<file path="src/rtl/issue_scheduler_pkg.sv">
// Shared micro-architecture types: uop encoding, op-subset vectors and the
// subset-membership helper used to route uops to execute pipes.
package issue_scheduler_pkg;

    localparam int unsigned OP_BITS  = 4;
    localparam int unsigned OP_COUNT = 16;

    typedef enum logic [OP_BITS-1:0] {
        OP_ADD  = 4'd0,
        OP_ADDI = 4'd1,
        OP_MUL  = 4'd2,
        OP_LW   = 4'd3,
        OP_SW   = 4'd4,
        OP_JAL  = 4'd5,
        OP_JR   = 4'd6,
        OP_BNE  = 4'd7
    } rv_op;

    // One bit per opcode; bit n set means the pipe executes opcode n.
    typedef logic [OP_COUNT-1:0] rv_op_vec;

    typedef struct packed {
        rv_op       op;
        logic [4:0] rd;
        logic [4:0] rs1;
        logic [4:0] rs2;
    } rv_uop;

    localparam rv_op_vec OP_ADD_VEC  = 16'h0001;
    localparam rv_op_vec OP_ADDI_VEC = 16'h0002;
    localparam rv_op_vec OP_MUL_VEC  = 16'h0004;
    localparam rv_op_vec OP_LW_VEC   = 16'h0008;
    localparam rv_op_vec OP_SW_VEC   = 16'h0010;
    localparam rv_op_vec OP_JAL_VEC  = 16'h0020;
    localparam rv_op_vec OP_JR_VEC   = 16'h0040;
    localparam rv_op_vec OP_BNE_VEC  = 16'h0080;

    localparam rv_op_vec OP_ALU_VEC = OP_ADD_VEC | OP_ADDI_VEC | OP_JAL_VEC | OP_JR_VEC | OP_BNE_VEC;

    // Full TinyRV1 op set: the default capability of every pipe.
    localparam rv_op_vec p_tinyrv1 = OP_ALU_VEC | OP_MUL_VEC | OP_LW_VEC | OP_SW_VEC;

    // True when the uop's opcode is in the given pipe capability set.
    function automatic logic op_in_subset(rv_op_vec subset, rv_uop uop);
        return subset[uop.op];
    endfunction

endpackage

</file>
<file path="src/rtl/issue_scheduler_if.sv">
// Decode-to-scheduler and scheduler-to-pipes handshake bundle.
// master: environment side (decode drives in_*, pipes drive ex_rdy).
// slave:  the scheduler.
interface issue_scheduler_if #(
    parameter int unsigned p_num_pipes    = 3,
    parameter int unsigned p_payload_bits = 32
) ();
    import issue_scheduler_pkg::*;

    rv_uop                     in_uop;
    logic [p_payload_bits-1:0] in_payload;
    logic                      in_val;
    logic                      in_rdy;
    logic [p_num_pipes-1:0]    ex_val;
    logic [p_num_pipes-1:0]    ex_rdy;
    rv_uop                     ex_uop;
    logic [p_payload_bits-1:0] ex_payload;

    modport master (
        output in_uop, in_payload, in_val, ex_rdy,
        input  in_rdy, ex_val, ex_uop, ex_payload
    );

    modport slave (
        input  in_uop, in_payload, in_val, ex_rdy,
        output in_rdy, ex_val, ex_uop, ex_payload
    );

endinterface

</file>
<file path="src/rtl/issue_fifo.sv">
// In-order uop queue: power-of-two depth, wrapping pointers, synchronous
// flush to empty, head word visible combinationally.
module issue_fifo #(
    parameter int unsigned p_depth = 4,
    parameter int unsigned p_width = 32
) (
    input  logic                     clk,
    input  logic                     rst_n,
    input  logic                     flush,
    input  logic                     push,
    input  logic                     pop,
    input  logic [p_width-1:0]       wdata,
    output logic [p_width-1:0]       rdata_c,
    output logic                     full_c,
    output logic                     empty_c,
    output logic [$clog2(p_depth):0] count
);

    localparam int unsigned AW = $clog2(p_depth);
    localparam int unsigned CW = AW + 1;

    logic [p_width-1:0] mem [p_depth];
    logic [AW-1:0]      rd_ptr;
    logic [AW-1:0]      wr_ptr;
    logic               do_push;
    logic               do_pop;

    assign full_c  = (count == CW'(p_depth));
    assign empty_c = (count == '0);
    assign rdata_c = mem[rd_ptr];
    assign do_push = push && !full_c;
    assign do_pop  = pop && !empty_c;

    // Pointer and occupancy tracking; flush returns to the empty state.
    always_ff @(posedge clk or negedge rst_n) begin
        if (!rst_n) begin
            rd_ptr <= '0;
            wr_ptr <= '0;
            count  <= '0;
        end else if (flush) begin
            rd_ptr <= '0;
            wr_ptr <= '0;
            count  <= '0;
        end else begin
            if (do_push) wr_ptr <= wr_ptr + AW'(1);
            if (do_pop)  rd_ptr <= rd_ptr + AW'(1);
            case ({do_push, do_pop})
                2'b10:   count <= count + CW'(1);
                2'b01:   count <= count - CW'(1);
                default: count <= count;
            endcase
        end
    end

    // Entry storage; data needs no reset since count gates visibility.
    always_ff @(posedge clk) begin
        if (do_push && !flush) mem[wr_ptr] <= wdata;
    end

endmodule

</file>
<file path="src/rtl/issue_scheduler.sv">
// Buffered issue scheduler: queues decoded uops and dispatches the head to
// one capable execute pipe per transfer.
// Build option ISSUE_RR_EN: when defined, the pipe scan starts at a
// round-robin pointer; otherwise it always starts at pipe 0.
module issue_scheduler
    import issue_scheduler_pkg::*;
#(
    parameter int unsigned                  p_num_pipes    = 3,
    parameter rv_op_vec [p_num_pipes-1:0]   p_pipe_subsets = {p_num_pipes{p_tinyrv1}},
    parameter int unsigned                  p_depth        = 4,
    parameter int unsigned                  p_payload_bits = 32
) (
    input  logic                 clk,
    input  logic                 rst_n,
    input  logic                 flush,
    issue_scheduler_if.slave     bus,
    output logic [15:0]          stall_cnt,
    output logic                 unsup
);

    localparam int unsigned PW = (p_num_pipes > 1) ? $clog2(p_num_pipes) : 1;
    localparam int unsigned UW = $bits(rv_uop);
    localparam int unsigned EW = UW + p_payload_bits;
    localparam int unsigned CW = $clog2(p_depth) + 1;

    logic [EW-1:0]          head_c;
    rv_uop                  head_uop;
    logic                   fifo_full;
    logic                   fifo_empty;
    logic [CW-1:0]          fifo_count;
    logic                   push_c;
    logic                   pop_c;

    logic [p_num_pipes-1:0] eligible_c;
    logic [p_num_pipes-1:0] ex_val_c;
    logic [PW-1:0]          start_c;
    logic [PW-1:0]          sel_c;
    logic [PW-1:0]          sel_rdy_c;
    logic [PW-1:0]          sel_elig_c;
    logic [PW-1:0]          scan_idx_c;
    int unsigned            scan_sum_c;
    logic                   hit_rdy_c;
    logic                   hit_elig_c;
    logic                   xfer_c;
    logic                   drop_c;
    logic                   stall_c;

    issue_fifo #(
        .p_depth (p_depth),
        .p_width (EW)
    ) u_fifo (
        .clk     (clk),
        .rst_n   (rst_n),
        .flush   (flush),
        .push    (push_c),
        .pop     (pop_c),
        .wdata   ({bus.in_uop, bus.in_payload}),
        .rdata_c (head_c),
        .full_c  (fifo_full),
        .empty_c (fifo_empty),
        .count   (fifo_count)
    );

    assign head_uop       = rv_uop'(head_c[EW-1 -: UW]);
    assign bus.ex_uop     = head_uop;
    assign bus.ex_payload = head_c[p_payload_bits-1:0];
    assign bus.in_rdy     = !fifo_full;
    assign bus.ex_val     = ex_val_c;

    // Accept from decode only when there is room; flush discards it anyway.
    assign push_c = bus.in_val && !fifo_full && !flush;
    // Head leaves on a transfer, or is dropped when no pipe can execute it.
    assign pop_c  = (xfer_c || drop_c) && !flush;

    // A pipe is eligible when the queue has a head it is able to execute.
    for (genvar gi = 0; gi < p_num_pipes; gi++) begin : g_elig
        assign eligible_c[gi] = !fifo_empty && op_in_subset(p_pipe_subsets[gi], head_uop);
    end

    // Scan from start: prefer the first eligible+ready pipe, else first eligible.
    always_comb begin
        sel_rdy_c  = '0;
        sel_elig_c = '0;
        hit_rdy_c  = 1'b0;
        hit_elig_c = 1'b0;
        scan_idx_c = '0;
        scan_sum_c = '0;
        for (int unsigned k = 0; k < p_num_pipes; k++) begin
            scan_sum_c = 32'(start_c) + k;
            if (scan_sum_c >= p_num_pipes) scan_sum_c = scan_sum_c - p_num_pipes;
            scan_idx_c = PW'(scan_sum_c);
            if (!hit_rdy_c && eligible_c[scan_idx_c] && bus.ex_rdy[scan_idx_c]) begin
                hit_rdy_c = 1'b1;
                sel_rdy_c = scan_idx_c;
            end
            if (!hit_elig_c && eligible_c[scan_idx_c]) begin
                hit_elig_c = 1'b1;
                sel_elig_c = scan_idx_c;
            end
        end
        sel_c = hit_rdy_c ? sel_rdy_c : sel_elig_c;
    end

    // One-hot valid toward the selected pipe, none when nothing is eligible.
    always_comb begin
        ex_val_c = '0;
        if (hit_elig_c) ex_val_c[sel_c] = 1'b1;
    end

    assign xfer_c  = |(ex_val_c & bus.ex_rdy);
    assign drop_c  = !fifo_empty && !(|eligible_c);
    assign stall_c = (|eligible_c) && !xfer_c;

`ifdef ISSUE_RR_EN
    logic [PW-1:0] rr;
    logic [PW-1:0] rr_next_c;

    assign rr_next_c = (sel_c == PW'(p_num_pipes - 1)) ? '0 : sel_c + PW'(1);
    assign start_c   = rr;

    // Advance the round-robin pointer past the pipe that just took a uop.
    always_ff @(posedge clk or negedge rst_n) begin
        if (!rst_n)                rr <= '0;
        else if (xfer_c && !flush) rr <= rr_next_c;
    end
`else
    assign start_c = '0;
`endif

    // Saturating count of cycles where the head waits on a capable pipe.
    always_ff @(posedge clk or negedge rst_n) begin
        if (!rst_n)                                         stall_cnt <= '0;
        else if (!flush && stall_c && stall_cnt != 16'hFFFF) stall_cnt <= stall_cnt + 16'd1;
    end

    // Sticky flag: some uop matched no pipe since reset.
    always_ff @(posedge clk or negedge rst_n) begin
        if (!rst_n)                unsup <= 1'b0;
        else if (!flush && drop_c) unsup <= 1'b1;
    end

    // Occupancy can never exceed the configured depth.
    a_count_bound: assert property (@(posedge clk) disable iff (!rst_n)
        fifo_count <= CW'(p_depth));

endmodule

</file>
<file path="src/flat_wrapper.sv">
// flat-port wrapper written by rule: the top's interface ports become plain ports
module issue_scheduler_flat import issue_scheduler_pkg::*;
#(
    parameter int unsigned                  p_num_pipes    = 3,
    parameter rv_op_vec [p_num_pipes-1:0]   p_pipe_subsets = {p_num_pipes{p_tinyrv1}},
    parameter int unsigned                  p_depth        = 4,
    parameter int unsigned                  p_payload_bits = 32
)
  (clk, rst_n, flush, stall_cnt, unsup, bus_in_uop, bus_in_payload, bus_in_val, bus_ex_rdy, bus_in_rdy, bus_ex_val, bus_ex_uop, bus_ex_payload);
  issue_scheduler_if #(.p_num_pipes(p_num_pipes), .p_payload_bits(p_payload_bits)) bus_i ();
  input  logic clk;
  input  logic rst_n;
  input  logic flush;
  output logic [15:0] stall_cnt;
  output logic unsup;
  input wire logic [$bits(bus_i.in_uop)-1:0] bus_in_uop;
  input wire logic [$bits(bus_i.in_payload)-1:0] bus_in_payload;
  input wire logic [$bits(bus_i.in_val)-1:0] bus_in_val;
  input wire logic [$bits(bus_i.ex_rdy)-1:0] bus_ex_rdy;
  output wire logic [$bits(bus_i.in_rdy)-1:0] bus_in_rdy;
  output wire logic [$bits(bus_i.ex_val)-1:0] bus_ex_val;
  output wire logic [$bits(bus_i.ex_uop)-1:0] bus_ex_uop;
  output wire logic [$bits(bus_i.ex_payload)-1:0] bus_ex_payload;
  assign bus_i.in_uop = bus_in_uop;
  assign bus_i.in_payload = bus_in_payload;
  assign bus_i.in_val = bus_in_val;
  assign bus_i.ex_rdy = bus_ex_rdy;
  assign bus_in_rdy = bus_i.in_rdy;
  assign bus_ex_val = bus_i.ex_val;
  assign bus_ex_uop = bus_i.ex_uop;
  assign bus_ex_payload = bus_i.ex_payload;
  issue_scheduler #(.p_num_pipes(p_num_pipes), .p_pipe_subsets(p_pipe_subsets), .p_depth(p_depth), .p_payload_bits(p_payload_bits)) u_core (.clk(clk), .rst_n(rst_n), .flush(flush), .bus(bus_i), .stall_cnt(stall_cnt), .unsup(unsup));
endmodule
</file>
<file path="config.mk">
export PLATFORM = sky130hd
export DESIGN_NAME = issue_scheduler_flat
export DESIGN_NICKNAME = d
export VERILOG_FILES = /design/src/rtl/issue_scheduler_pkg.sv /design/src/rtl/issue_scheduler_if.sv /design/src/rtl/issue_fifo.sv /design/src/rtl/issue_scheduler.sv /design/src/flat_wrapper.sv
export SDC_FILE = /design/constraint.sdc
export NUM_CORES = 1
export LEC_CHECK = 0
export BUFFER_PORTS_ARGS = -buffer_cell sky130_fd_sc_hd__clkbuf_2
export CAP_MARGIN = 20
export CORE_MARGIN = 10
export CORE_UTILIZATION = 45
export DETAILED_ROUTE_END_ITERATION = 16
export PLACE_DENSITY = 0.65
export SYNTH_ARGS = -nofsm -noshare
export SYNTH_HDL_FRONTEND = slang
export SYNTH_HIERARCHICAL = 1
export SYNTH_SLANG_ARGS = --single-unit
export TNS_END_PERCENT = 10
</file>
<file path="constraint.sdc">
create_clock -name clk -period 4.7 [get_ports clk]
set_input_delay 0.47 -clock clk [delete_from_list [all_inputs] [get_ports clk]]
set_output_delay 0.47 -clock clk [all_outputs]
set_load 0.02 [all_outputs]
</file>
* Word-level counts from Yosys, hierarchy flattened
Memories as Yosys holds them, arrays and structs flattened.
Cells that the tools add are included.
** Word-level totals
- Memories :: 2
- Output and inout bits :: 72
- Memory bits (read-only) :: 16
- Register bits :: 24
- Memory bits (writable) :: 204
- Input port bits :: 58
- Bits in latches :: 0
- Word-level logic and storage cells :: 78
** Cells by class
- Add/sub/neg operators :: 5
- Multiplexer cells :: 23
- Bitwise operators :: 1
- Multipliers :: 0
- Equality and inequality tests :: 4
- Div/mod/pow operators :: 0
- Reduce and logical (&&, ||, !) cells :: 35
- Order comparisons :: 3
- Shift-type cells :: 0
** Memories
- u_core.u_fifo.mem :: words 4, width 51, read ports 1, clocked after Yosys merged registers in 0, write ports 1, line issue_fifo.sv:22 : logic [p_width-1:0] mem [p_depth];
- (name not given) :: words 16, width 1, read ports 1, clocked after Yosys merged registers in 0, write ports 0, line issue_scheduler_pkg.sv:45 : return subset[uop.op];
** Operators with widths (number)
- $logic_and 1x1->1 :: 20
- $add 16x1->16 const B :: 1
- $ne 16x16->1 const B :: 1
- $mux 2 :: 7
- $mux 1 :: 12
- $logic_not 1->1 :: 9
- $mux 3 :: 2
- $pmux 3 s2 :: 1
- $lt 4x5->1 const B :: 1
- $add 2x1->2 const B :: 2
- $reduce_bool 2->1 :: 2
- $add 3x1->3 const B :: 1
- $and 3x3->3 :: 1
- $eq 3x3->1 const B :: 1
- $logic_not 3->1 :: 1
- $lt 2x3->1 const B :: 1
- $reduce_bool 3->1 :: 1
- $reduce_or 3->1 :: 1
- $sub 3x1->3 const B :: 1
- $demux 1 s2 :: 1
- $eq 2x1->1 const B :: 1
- $eq 2x2->1 const B :: 1
- $ge 2x1->1 const B :: 1
- $logic_or 1x1->1 :: 1

* Depth between registers and ports, before layout
Gate-level depths: netlist of the first run.
An unclocked memory read counts as a cell.
- Depth after elaboration :: 28
- Mapped depth :: 11
- Mapped depth without buffers :: 9

* Modules after synthesis
The synthesis of the first run kept the hierarchy.
** By module, submodules not included
- issue_fifo :: seq. area each 6301.0 um2, times used 1, area each 7922.6 um2, cells each 331
- issue_scheduler :: seq. area each 425.4 um2, times used 1, area each 899.6 um2, cells each 86

* Worst setup path before layout of the first run
No wires, ideal clock.
- Kind :: register to register
- Start point :: register u_core.u_fifo.count[1]
- End point :: memory u_core/u_fifo/mem[0][0] (netlist bit), enable pin
- Arrival time :: 2.872 ns
- Cell stages (with the launch flop) :: 8
- Library setup time :: 0.414 ns
- Required time :: 4.286 ns
- Setup slack :: 1.414 ns
- Period minus slack after synthesis :: 3.286 ns
- Buffers on the path :: 2
- Path through :: dfrtp_1 -> clkbuf_1 -> nor3b_2 -> nor3b_1 -> buf_2 -> inv_1 -> nor3_1 -> and2_1
** Between the ends
- Cells in the longest elaborated chain, start to end :: 8
** RTL lines
- start: declaration :: line issue_fifo.sv:16 : output logic [$clog2(p_depth):0] count
- start signal: assignment :: line issue_fifo.sv:48 : 2'b10: count <= count + CW'(1);
- start signal: assignment :: line issue_fifo.sv:49 : 2'b01: count <= count - CW'(1);
- start signal: assignment :: line issue_fifo.sv:50 : default: count <= count;
- $eq 3x3->1 :: line issue_fifo.sv:28 : assign full_c = (count == CW'(p_depth));
- named net u_core.fifo_full :: line issue_scheduler.sv:28 : logic fifo_full;
- $logic_not 1->1 :: line issue_scheduler.sv:71 : assign push_c = bus.in_val && !fifo_full && !flush;
- $logic_and 1x1->1 (2 in series) :: line issue_scheduler.sv:71
- named net u_core.push_c :: line issue_scheduler.sv:31 : logic push_c;
- $logic_and 1x1->1 :: line issue_fifo.sv:31 : assign do_push = push && !full_c;
- $logic_and 1x1->1 :: line issue_fifo.sv:57 : if (do_push && !flush) mem[wr_ptr] <= wdata;
- $mux 1 :: line issue_fifo.sv:57
- $mux 1 (implied by the code) :: line issue_fifo.sv:57
- end: declaration :: line issue_fifo.sv:22
The timed path passes the listed nets, and every way through them passes these cells.

* Worst setup path after layout of the first run
- Start point :: register u_core.u_fifo.rd_ptr[0]
- End point :: output port bus_ex_payload[17]
** Between the ends
- Cells in the longest elaborated chain, start to end :: 1
** RTL lines
- start: declaration :: line issue_fifo.sv:23 : logic [AW-1:0] rd_ptr;
- start signal: assignment :: line issue_fifo.sv:46 : if (do_pop) rd_ptr <= rd_ptr + AW'(1);
- $mem_v2 4x51
- end: declaration :: line flat_wrapper.sv:23 : output wire logic [$bits(bus_i.ex_payload)-1:0] bus_ex_payload;
Every way passes these cells.

==> results.sh, run 1 <==
export IMPL_drtPass1Iterations=4
export IMPL_async_reset_ff_frac=0.1053
export IMPL_worstPathMaxFanout=37
export IMPL_ioPinCount=130
export IMPL_utilization=0.5441
export IMPL_post_cts_buffers=0
export IMPL_hold_buffers=1
export IMPL_postSynthAreaPerCell_sq_um=21.16
export IMPL_synth_seq_cells=228
export IMPL_synth_edf_count=204
export IMPL_internal_power_uw=3527
export IMPL_multi_input_area_sq_um=1969
export IMPL_syn_num_nets=481
export IMPL_coreArea_sq_um=19400
export IMPL_crit_chain="buf_4, mux4_2, clkbuf_2"
export IMPL_cp_arrival_ns=2.67
export IMPL_place_ws_ns=1.625
export IMPL_crit_required_ns=4.23
export IMPL_numCtsBuffers=24
export IMPL_ys_seq_area_frac=0.7624
export IMPL_tightest_slew_ns=0.7885
export IMPL_die_h_um=160.0
export IMPL_p_leak_uw=0.003673
export IMPL_finalCriticalPeriod_ns=3.137
export IMPL_fin_ws_ns=1.563
export IMPL_vias=4403
export IMPL_grt_max_degree=52
export IMPL_cts_tree="done"
export IMPL_netlist_area_sq_um=8822
export IMPL_die_area_sq_um=25600
export IMPL_cts_buffer_depth=3
export IMPL_finalMaxSlewViolations=0
export IMPL_cp_slowest_stage_delay_ns=0.67
export IMPL_via_per_inst=5.217
export IMPL_synth_area_top_cells="edfxtp_1, mux4_2, dfrtp_1, xnor2_1, ha_1"
export IMPL_seqPwrFrac=0.513
export IMPL_fin_setup_tns_ns=0
export IMPL_first_iter_violations=242
export IMPL_fmax_mhz=318.8
export IMPL_clock_latency_ns=0.50
export IMPL_placementRows=51
export IMPL_cts_resized=0
export IMPL_p_sw_frac=0.2106
export IMPL_rsz0062_at_grt="no"
export IMPL_synthMostInstantiatedCell="edfxtp_1"
export IMPL_path_class="reg -> out"
export IMPL_p_total_uw=4468
export IMPL_post_route_period_util=0.6675
export IMPL_cts_sinks=228
export IMPL_die_width_um=160.0
export IMPL_cts_root_buf="clkbuf_16"
export IMPL_drt_total_wl_um=17500
export IMPL_track_usage=0.1358
export IMPL_yosys_warnings=6
export IMPL_maxCapViolations=0
export IMPL_max_vdd_ir_drop_uv=268.7
export IMPL_grt_pass1_wl_um=27630
export IMPL_critPathSlowestCell="buf_4"
export IMPL_startpoint_type="flip-flop"
export IMPL_gp_congestion=0.7377
export IMPL_diodes=0
export IMPL_area_growth_pct=19.63
export IMPL_worst_setup_path_end_kind="output port"
export IMPL_fill_cells=1540
export IMPL_hold_violations=0
export IMPL_hold_path_class="in -> reg"
export IMPL_synth_area_leader_cell="edfxtp_1"
export IMPL_finalSetupViolations=0
export IMPL_switchingPower_uw=941.2
export IMPL_regArea_sq_um=6731
export IMPL_synth_cell_types=48
export IMPL_clockPowerShare=0.410
export IMPL_htreeDepth=1
export IMPL_drive_above_1_share=0.4093
export IMPL_start_util=0.4548
export IMPL_powerDensity_nw_per_um2=423.4
export IMPL_combinationalPowerShare=0.077
export IMPL_ant_nets=0
export IMPL_slew_limit_headroom=0.4695
export IMPL_wl_per_cell_um=20.73
export IMPL_portBuffers=129
export IMPL_synth_main_ff_cell="edfxtp_1"
export IMPL_synthesis_instances=417
export IMPL_grt_pass1_vias=4860
export IMPL_grt_overflow=0
export IMPL_synth_top_area_frac=0.6944
export IMPL_nNetsFinal=628
export IMPL_synth_common_cells="edfxtp_1, mux4_2, dfrtp_1, xnor2_1, nor2_1"
export IMPL_drc_errors=0
export IMPL_hpwl_um=11530
export IMPL_finalClockSkew_ns=0.008366
export IMPL_antenna_found_initial=0
export IMPL_status="finished clean"
export IMPL_cts_clk_slew_worst_paths_ns=0.06
flip-flops by register name (all words and copies together), names as in the netlist:
name / flops
u_core/unsup: 1
u_core/u_fifo/count: 3
u_core/u_fifo/wr_ptr: 2
u_core/u_fifo/mem: 204
u_core/u_fifo/rd_ptr: 2
u_core/stall_cnt: 16
routing by layer:
layer	share of wire	global-route usage	wire length (um)
met3	0.056	0.03188	984
met5	0	0	0
met1	0.40	0.1609	6929
met2	0.53	0.2430	9298
met4	0.016	0.03506	287
kinds of logic (layout without fill, tap and decap cells):
family / count (synthesis) / count (layout) / share of synthesized area
AOI/OAI and AO/OA: 28 / 28 / 0.02156
DFF: 228 / 228 / 0.7624
muxes: 52 / 52 / 0.1315
xor gates and xnor gates: 18 / 18 / 0.01787
adders and majority gates: 6 / 6 / 0.009360
and+or+nand+nor: 60 / 60 / 0.04241
buffers and inverters: 25 / 187 / 0.01489
power groups by stage:
stage / registers [uW] / clock network, uW / logic (uW)
6_report: 2290 / 1830 / 346
5_1_grt: 2300 / 1970 / 379
4_1_cts: 2290 / 1880 / 355
3_5_place_dp: 2330 / 0 / 353
3_3_place_gp: 2330 / 0 / 345
2_1_floorplan: 2320 / 0 / 232
layout make-up:
cell class,instances,share of cell area
Clock buffer,31,0.06141
Clock inverter,10,0.01138
Inverter,6,0.002134
Multi-Input combinational cell,164,0.1866
Sequential cell,228,0.6378
Tap cell,265,0.03142
Timing Repair Buffer,140,0.06924
per-stage QoR:
| stage | hold slack [ns] | std cells | instance area (sq um) |
|---|---|---|---|
| after floorplan | 0.1744 | 417 | 8822 |
| after global placement | 0.4528 | 802 | 9776 |
| after detailed placement | 0.4648 | 802 | 9776 |
| after CTS | 0.1621 | 844 | 10550 |
| after global routing | 0.1698 | 844 | 10550 |
| final | 0.1826 | 844 | 10550 |
final timing paths:
| check | startpoint | endpoint | slack [ns] | cells after the start |
|---|---|---|---|---|
| min in group asynchronous | rst_n | u_core/u_fifo/count[0] | 0.52 | 2 |
| max in group asynchronous | rst_n | u_core/u_fifo/rd_ptr[0] | 3.71 | 2 |
| worst min-delay path | bus_in_payload[6] | u_core/u_fifo/mem[3][6] | 0.18 | 1 |
| worst min register to register | u_core/unsup | u_core/unsup | 0.47 | 1 |
| worst max-delay path | u_core/u_fifo/rd_ptr[0] | bus_ex_payload[17] | 1.56 | 3 |
| worst max register to register | u_core/u_fifo/count[0] | u_core/u_fifo/mem[2][50] | 1.63 | 7 |
critical path, delay by kind of cell (launching register included):
family,cells,cell delay [ns]
buffers and inverters,2,0.85
multiplexers,1,0.63
flip-flops,1,0.65
cells in the final DEF (no fill, tap or decap), types with 2 or more instances in the layout:
cell	netlist	final
bufinv_16	0	3
xnor2_1	12	12
o21ai_0	6	6
a21oi_1	7	7
nor4_1	2	2
buf_4	6	10
or3_1	3	3
and3_1	4	4
nor3b_2	2	2
nor2_1	10	10
nand3b_1	3	3
clkinv_2	0	3
inv_1	6	6
a2111oi_0	2	2
o21a_1	2	2
and2_2	0	4
clkbuf_2	0	129
dfrtp_1	24	22
nand2_1	5	5
ha_1	5	5
o211ai_1	2	2
nand4_1	6	6
nor3_1	3	3
nand2b_1	3	3
xor2_1	6	6
and4_1	2	2
clkbuf_1	6	6
clkinv_1	0	4
clkbuf_16	0	25
nand3_1	4	4
mux4_2	51	51
edfxtp_1	204	204
Note: power is estimated with default switching activity, not from simulation.
==> inputs of run 2 (changes only) <==
--- a/config.mk
+++ b/config.mk
@@ -10,7 +10,7 @@
 export CORE_MARGIN = 10
 export CORE_UTILIZATION = 45
 export DETAILED_ROUTE_END_ITERATION = 16
-export PLACE_DENSITY = 0.65
+export PLACE_DENSITY = 0.68
 export SYNTH_ARGS = -nofsm -noshare
 export SYNTH_HDL_FRONTEND = slang
 export SYNTH_HIERARCHICAL = 1
==> constraint.sdc (replaced) <==
create_clock -name clk -period 2.8 [get_ports clk]
set_input_delay 0.28 -clock clk [delete_from_list [all_inputs] [get_ports clk]]
set_output_delay 0.28 -clock clk [all_outputs]
set_load 0.02 [all_outputs]
==> run 2 against run 1 <==
Worst setup slack worse by 1.4 ns. Power increased by 70%. Die area unchanged. Non-clock buffer count grew 58. First-iteration DRC count fell by 1.7%. Largest power group unchanged.
==> results.sh, run 2 (synthesis results as in run 1) <==
export IMPL_cpLargestDelayFamily="compound AO/OA/AOI/OAI gates"
export IMPL_rsz0062_at_grt="no"
export IMPL_powerDensity_nw_per_um2=679.1
export IMPL_post_route_period_util=0.9333
export IMPL_clockPowerShare=0.406
export IMPL_cts_root_buf="clkbuf_16"
export IMPL_fmax_mhz=382.7
export IMPL_status="finished clean"
export IMPL_path_class="reg -> reg"
export IMPL_finalClockSkew_ns=0.01076
export IMPL_ant_nets=0
export IMPL_critPathSlowestCell="fa_1"
export IMPL_grt_pass1_wl_um=28780
export IMPL_coreArea_sq_um=19400
export IMPL_antenna_found_initial=0
export IMPL_crit_buf_inv=0
export IMPL_startpoint_type="flip-flop"
export IMPL_placementRows=51
export IMPL_hold_path_class="in -> reg"
export IMPL_post_cts_buffers=0
export IMPL_portBuffers=129
export IMPL_stdcell_area_sq_um=11190
export IMPL_cp_arrival_ns=2.99
export IMPL_regArea_sq_um=6731
export IMPL_first_iter_violations=238
export IMPL_die_width_um=160.0
export IMPL_place_ws_ns=0.2342
export IMPL_clock_latency_ns=0.51
export IMPL_tightest_slew_ns=0.7814
export IMPL_ioPinCount=130
export IMPL_slew_limit_headroom=0.4791
export IMPL_drtPass1Iterations=4
export IMPL_cts_sinks=228
export IMPL_cp_slowest_stage_delay_ns=0.56
export IMPL_hpwl_um=10870
export IMPL_mostFrequentLayoutCells="edfxtp_1, clkbuf_2, dlygate4sd3_1, mux4_2, clkbuf_16"
export IMPL_internal_power_uw=5931
export IMPL_crit_top_cell="nor2_1"
export IMPL_worst_setup_path_end_kind="flip-flop"
export IMPL_max_vdd_ir_drop_uv=553.8
export IMPL_p_sw_frac=0.2196
export IMPL_hold_violations=0
export IMPL_cts_clk_slew_worst_paths_ns=0.06
export IMPL_vias=4669
export IMPL_wl_per_cell_um=19.49
export IMPL_via_per_inst=5.153
export IMPL_fin_ws_ns=0.1868
export IMPL_crit_required_ns=3.18
export IMPL_drc_errors=0
export IMPL_area_growth_pct=26.86
export IMPL_multi_input_area_sq_um=1969
export IMPL_switchingPower_uw=1669
export IMPL_layout_commonest_cell="edfxtp_1"
export IMPL_seqPwrFrac=0.503
export IMPL_fill_cells=1497
export IMPL_die_area_sq_um=25600
export IMPL_maxCapViolations=0
export IMPL_worstPathMaxFanout=7
export IMPL_nNetsFinal=688
export IMPL_grt_max_degree=53
export IMPL_combinationalPowerShare=0.091
export IMPL_track_usage=0.1384
export IMPL_rrSetupSlack_ns=0.19
export IMPL_placed_cell_area_sq_um=9878
export IMPL_diodes=0
export IMPL_finalSetupViolations=0
export IMPL_htreeDepth=1
export IMPL_top_regs="u_core/u_fifo/mem: 204 flops, u_core/stall_cnt: 16 flops, u_core/u_fifo/count: 3 flops"
export IMPL_grt_overflow=0
export IMPL_numCtsBuffers=26
export IMPL_cts_buffer_depth=3
export IMPL_crit_chain="or2_2, nor2_1, nor2_1, o21a_1, o31ai_1, a21oi_1, fa_1, a31oi_1, a2111oi_0"
export IMPL_finalMaxSlewViolations=0
export IMPL_top_register="u_core/u_fifo/mem"
export IMPL_drt_total_wl_um=17660
export IMPL_gp_congestion=0.7780
export IMPL_drive_above_1_share=0.3853
export IMPL_die_h_um=160.0
export IMPL_cts_tree="done"
export IMPL_dpl_cell_count=809
export IMPL_largest_register_ffs=204
export IMPL_final_cell_count_no_fill=906
export IMPL_finalCriticalPeriod_ns=2.613
export IMPL_start_util=0.4548
export IMPL_grt_pass1_vias=5253
export IMPL_p_leak_uw=0.003943
run 2: cell types whose count changed in the layout (fill, tap and decap cells not counted), sizes merged:
cell,delta
clkinvlp,+1
buf,+6
bufinv,-2
clkbuf,+2
dlygate4sd3,+51
inv,+1
clkinv,+3
run 2: worst register-to-register path, cell delays in order (launching register included):
cell	delay [ns]
dfrtp_1	0.45
or2_2	0.35
nor2_1	0.22
nor2_1	0.10
o21a_1	0.13
o31ai_1	0.10
a21oi_1	0.11
fa_1	0.56
a31oi_1	0.10
a2111oi_0	0.36
run 2: layout make-up:
cell class / count / share of cell area
clock buffers: 32 / 0.06205
clock inverters: 13 / 0.008273
inverters: 6 / 0.002012
multi-input cells: 164 / 0.1760
flip-flops and latches: 228 / 0.6015
well taps: 265 / 0.02963
repair buffers: 198 / 0.1206
run 2: stage by stage:
step | total power [uW] | hold slack (ns) | setup TNS (ns) | util
floorplan | 4289 | -0.01559 | -74.32 | -
global placement | 4503 | 0.3139 | 0 | 0.5092
detailed placement | 4531 | 0.3178 | 0 | 0.5092
CTS | 7685 | 0.06405 | 0 | 0.5768
global route | 7912 | 0.08356 | 0 | 0.5769
finish | 7601 | 0.09070 | 0 | 0.5769
run 2: metal layers:
layer	share of wire	vias up	global-route usage
met1	0.40	2386	0.1656
met4	0.025	0	0.04549
met3	0.055	30	0.03111
met2	0.52	124	0.2422
li1	-	2129	-
met5	0	-	0
run 2: path summary, 6_finish.rpt:
| path | from | to | depth (start not counted) |
|---|---|---|---|
| max | u_core/u_fifo/count[1] | u_core/u_fifo/count[1] | 9 |
| min | flush | u_core/u_fifo/count[2] | 2 |
| max reg2reg | u_core/u_fifo/count[1] | u_core/u_fifo/count[1] | 9 |
| min reg2reg | u_core/unsup | u_core/unsup | 1 |
| max in group asynchronous | rst_n | u_core/u_fifo/rd_ptr[0] | 2 |
| min in group asynchronous | rst_n | u_core/u_fifo/count[0] | 2 |
run 2: power groups by stage:
stage	registers, uW	clock network, uW	logic, uW
3_3_place_gp	3890	0	615
2_1_floorplan	3900	0	389
4_1_cts	3820	3160	703
5_1_grt	3830	3340	749
3_5_place_dp	3890	0	638
6_report	3820	3090	689
run 2: repair_timing:
action | 4_1_cts | 5_1_grt
setup endpoints to repair | 50 | 1
hold endpoints to repair | 228 | 0
hold buffers | 52 | 0
gates resized for setup | 1 | 1
==> inputs of run 3 (changes only) <==
--- a/config.mk
+++ b/config.mk
@@ -13,6 +13,5 @@
 export PLACE_DENSITY = 0.68
 export SYNTH_ARGS = -nofsm -noshare
 export SYNTH_HDL_FRONTEND = slang
-export SYNTH_HIERARCHICAL = 1
 export SYNTH_SLANG_ARGS = --single-unit
 export TNS_END_PERCENT = 10
==> run 3 against run 2 <==
Synthesized cell count rose by 0.96%. Global-route usage rose by 0.83 points. Worst setup slack got worse by 0.042 ns. Clock skew rose by 0.0012 ns. Register-to-register slack got worse by 0.04 ns. Core utilization rose by 0.14 points. Sequential power rose by 7.1%. Power rose by 25%. Synthesized area rose by 0.21%. Clock power fell by 5%. Hold slack improved by 0.052 ns. Critical endpoint is now u_core.u_fifo.count[1]. Highest routed layer unchanged.
==> results.sh, run 3 <==
export IMPL_max_vdd_ir_drop_uv=565.8
export IMPL_p_leak_uw=0.004009
export IMPL_synth_area_top_cells="edfxtp_1, mux4_2, dfrtp_1, xor2_1, ha_1"
export IMPL_die_area_sq_um=25650
export IMPL_track_usage=0.1467
export IMPL_r2r_start="u_core.u_fifo.rd_ptr[0]"
export IMPL_crit_chain="mux4_2, or3_1, and3_1, fa_1, nor2b_1, o311ai_0, a21oi_1, nand4b_1"
export IMPL_vias=4780
export IMPL_via_per_inst=5.288
export IMPL_clock_latency_ns=0.51
export IMPL_fin_setup_tns_ns=0
export IMPL_grt_pass1_wl_um=30060
export IMPL_layout_commonest_cell="edfxtp_1"
export IMPL_drtPass1Iterations=4
export IMPL_gp_congestion=0.8750
export IMPL_crit_required_ns=3.24
export IMPL_antenna_found_initial=0
export IMPL_finalClockSkew_ns=0.01192
export IMPL_drive_above_1_share=0.3865
export IMPL_yosys_warnings=0
export IMPL_finalCriticalPeriod_ns=2.656
export IMPL_grt_overflow=0
export IMPL_die_h_um=160.2
export IMPL_min_from="flush"
export IMPL_largest_register_ffs=204
export IMPL_fmax_mhz=376.6
export IMPL_cp_arrival_ns=3.09
export IMPL_critPathSlowestCell="mux4_2"
export IMPL_hold_path_class="in -> reg"
export IMPL_grt_pass1_vias=5270
export IMPL_synthesis_instances=421
export IMPL_whs_endpoint="u_core.u_fifo.rd_ptr[0]"
export IMPL_hpwl_um=11880
export IMPL_worstPathMaxFanout=3
export IMPL_synth_edf_count=204
export IMPL_top_register="u_core.u_fifo.mem"
export IMPL_async_reset_ff_frac=0.1053
export IMPL_maxCapViolations=0
export IMPL_synth_main_ff_cell="edfxtp_1"
export IMPL_cts_root_buf="clkbuf_16"
export IMPL_ant_nets=0
export IMPL_cts_clk_slew_worst_paths_ns=0.06
export IMPL_diodes=0
export IMPL_start_util=0.4558
export IMPL_top_regs="u_core.u_fifo.mem: 204 flops, u_core.stall_cnt: 16 flops, u_core.u_fifo.count: 3 flops"
export IMPL_synth_seq_cells=228
export IMPL_mostFrequentLayoutCells="edfxtp_1, clkbuf_2, dlygate4sd3_1, mux4_2, clkbuf_16"
export IMPL_portBuffers=129
export IMPL_worst_setup_path_end_kind="flip-flop"
export IMPL_synth_cell_types=44
export IMPL_grt_max_degree=52
export IMPL_post_cts_buffers=0
export IMPL_finalSetupViolations=0
export IMPL_wl_per_cell_um=20.80
export IMPL_synthMostInstantiatedCell="edfxtp_1"
export IMPL_die_width_um=160.2
export IMPL_numCtsBuffers=23
export IMPL_startpoint_type="flip-flop"
export IMPL_coreArea_sq_um=19400
export IMPL_ioPinCount=130
export IMPL_cp_slowest_stage_delay_ns=0.50
export IMPL_r2r_cells=8
export IMPL_drc_errors=0
export IMPL_slew_limit_headroom=0.4743
export IMPL_post_route_period_util=0.9484
export IMPL_first_iter_violations=316
export IMPL_postSynthAreaPerCell_sq_um=21.00
export IMPL_synth_common_cells="edfxtp_1, mux4_2, dfrtp_1, clkbuf_1, xor2_1"
export IMPL_placementRows=51
export IMPL_rrSetupSlack_ns=0.14
export IMPL_rsz0062_at_grt="no"
export IMPL_htreeDepth=1
export IMPL_synth_area_leader_cell="edfxtp_1"
export IMPL_tightest_slew_ns=0.7886
export IMPL_hold_violations=0
export IMPL_syn_num_nets=485
export IMPL_finalMaxSlewViolations=0
export IMPL_nNetsFinal=686
export IMPL_worstHoldPathCells=2
export IMPL_p_total_uw=9475
export IMPL_area_growth_pct=26.90
export IMPL_cts_tree="done"
export IMPL_rr_endpoint="u_core.u_fifo.count[1]"
export IMPL_netlist_area_sq_um=8841
export IMPL_synth_top_area_frac=0.6929
export IMPL_cts_sinks=228
export IMPL_powerDensity_nw_per_um2=844.5
export IMPL_drt_total_wl_um=18800
export IMPL_ys_seq_area_frac=0.7608
export IMPL_path_class="reg -> reg"
export IMPL_status="finished clean"
export IMPL_cts_buffer_depth=3
==> run 3: worst max-delay path by stage <==
stage | startpoint | end | slack (ns)
finish | u_core.u_fifo.rd_ptr[0] | u_core.u_fifo.count[1] | 0.14
detailed placement | u_core.u_fifo.rd_ptr[0] | u_core.u_fifo.count[1] | 0.17
floorplan | u_core.u_fifo.rd_ptr[0] | u_core.u_fifo.count[1] | 0.10
global placement | u_core.u_fifo.rd_ptr[0] | u_core.u_fifo.count[1] | 0.20
CTS | u_core.u_fifo.rd_ptr[0] | bus_ex_payload[1] | 0.02
global route | u_core.u_fifo.rd_ptr[0] | u_core.u_fifo.count[1] | 0.03
==> run 3: final cells by class <==
type | instances | area (sq um)
fill | 1473 | 8179
sequential | 228 | 6731
multi-input combinational | 170 | 2024
timing repair buffer | 196 | 1395
clock buffer | 27 | 590.6
tap | 265 | 331.6
clock inverter | 15 | 135.1
inverter | 3 | 11.26
==> run 3: cell families after synthesis <==
group                    after synthesis  synth area share
flip-flops                           228            0.7608
AND/OR/NAND/NOR                       74           0.05321
multiplexers                          56            0.1361
buffers and inverters                 23           0.01146
AO/OA/AOI/OAI                         19           0.01415
XOR/XNOR                              15           0.01486
adder cells (fa/ha/maj)                6          0.009341
==> run 3: worst max-delay path: cells and delay by family, from the launching register on <==
kind	cells	cell delay [ns]
mux	1	0.50
simple gates	4	0.85
flops	1	0.42
compound gates	2	0.33
fa+ha+maj	1	0.48
==> run 3: per-stage QoR <==
stage	util	cells	hold WS, ns	cell area [sq um]	setup slack (ns)
3_5_place_dp	0.5133	810	0.3255	9957	0.1717
6_report	0.5784	904	0.1431	11220	0.1445
5_1_grt	0.5784	904	0.1400	11220	0.02574
3_3_place_gp	0.5133	810	0.3201	9957	0.1989
4_1_cts	0.5782	904	0.1119	11220	0.01652
2_1_floorplan	-	421	-0.01559	8841	0.1027
==> run 3: what timing repair did <==
item	in CTS	in global routing
pin swaps	0	0
endpoints found under the setup margin	31	31
cloned	0	0
endpoints found under the hold margin	227	0
hold buffers	52	0
gates resized for setup	3	1
==> run 3: power by group <==
part           internal (uW)  switching [uW]
combinational           1020            1420
sequential              3970             120
clock                   1700            1240
total                   6700            2780
==> run 3: layer usage <==
metal  vias to the layer above  GRT usage  part of all wire
li1                       2153          -                 -
met1                      2427     0.1858              0.42
met2                       177     0.2447              0.50
met3                        23    0.04447             0.075
met4                         0    0.03047             0.013
met5                         -          0                 0
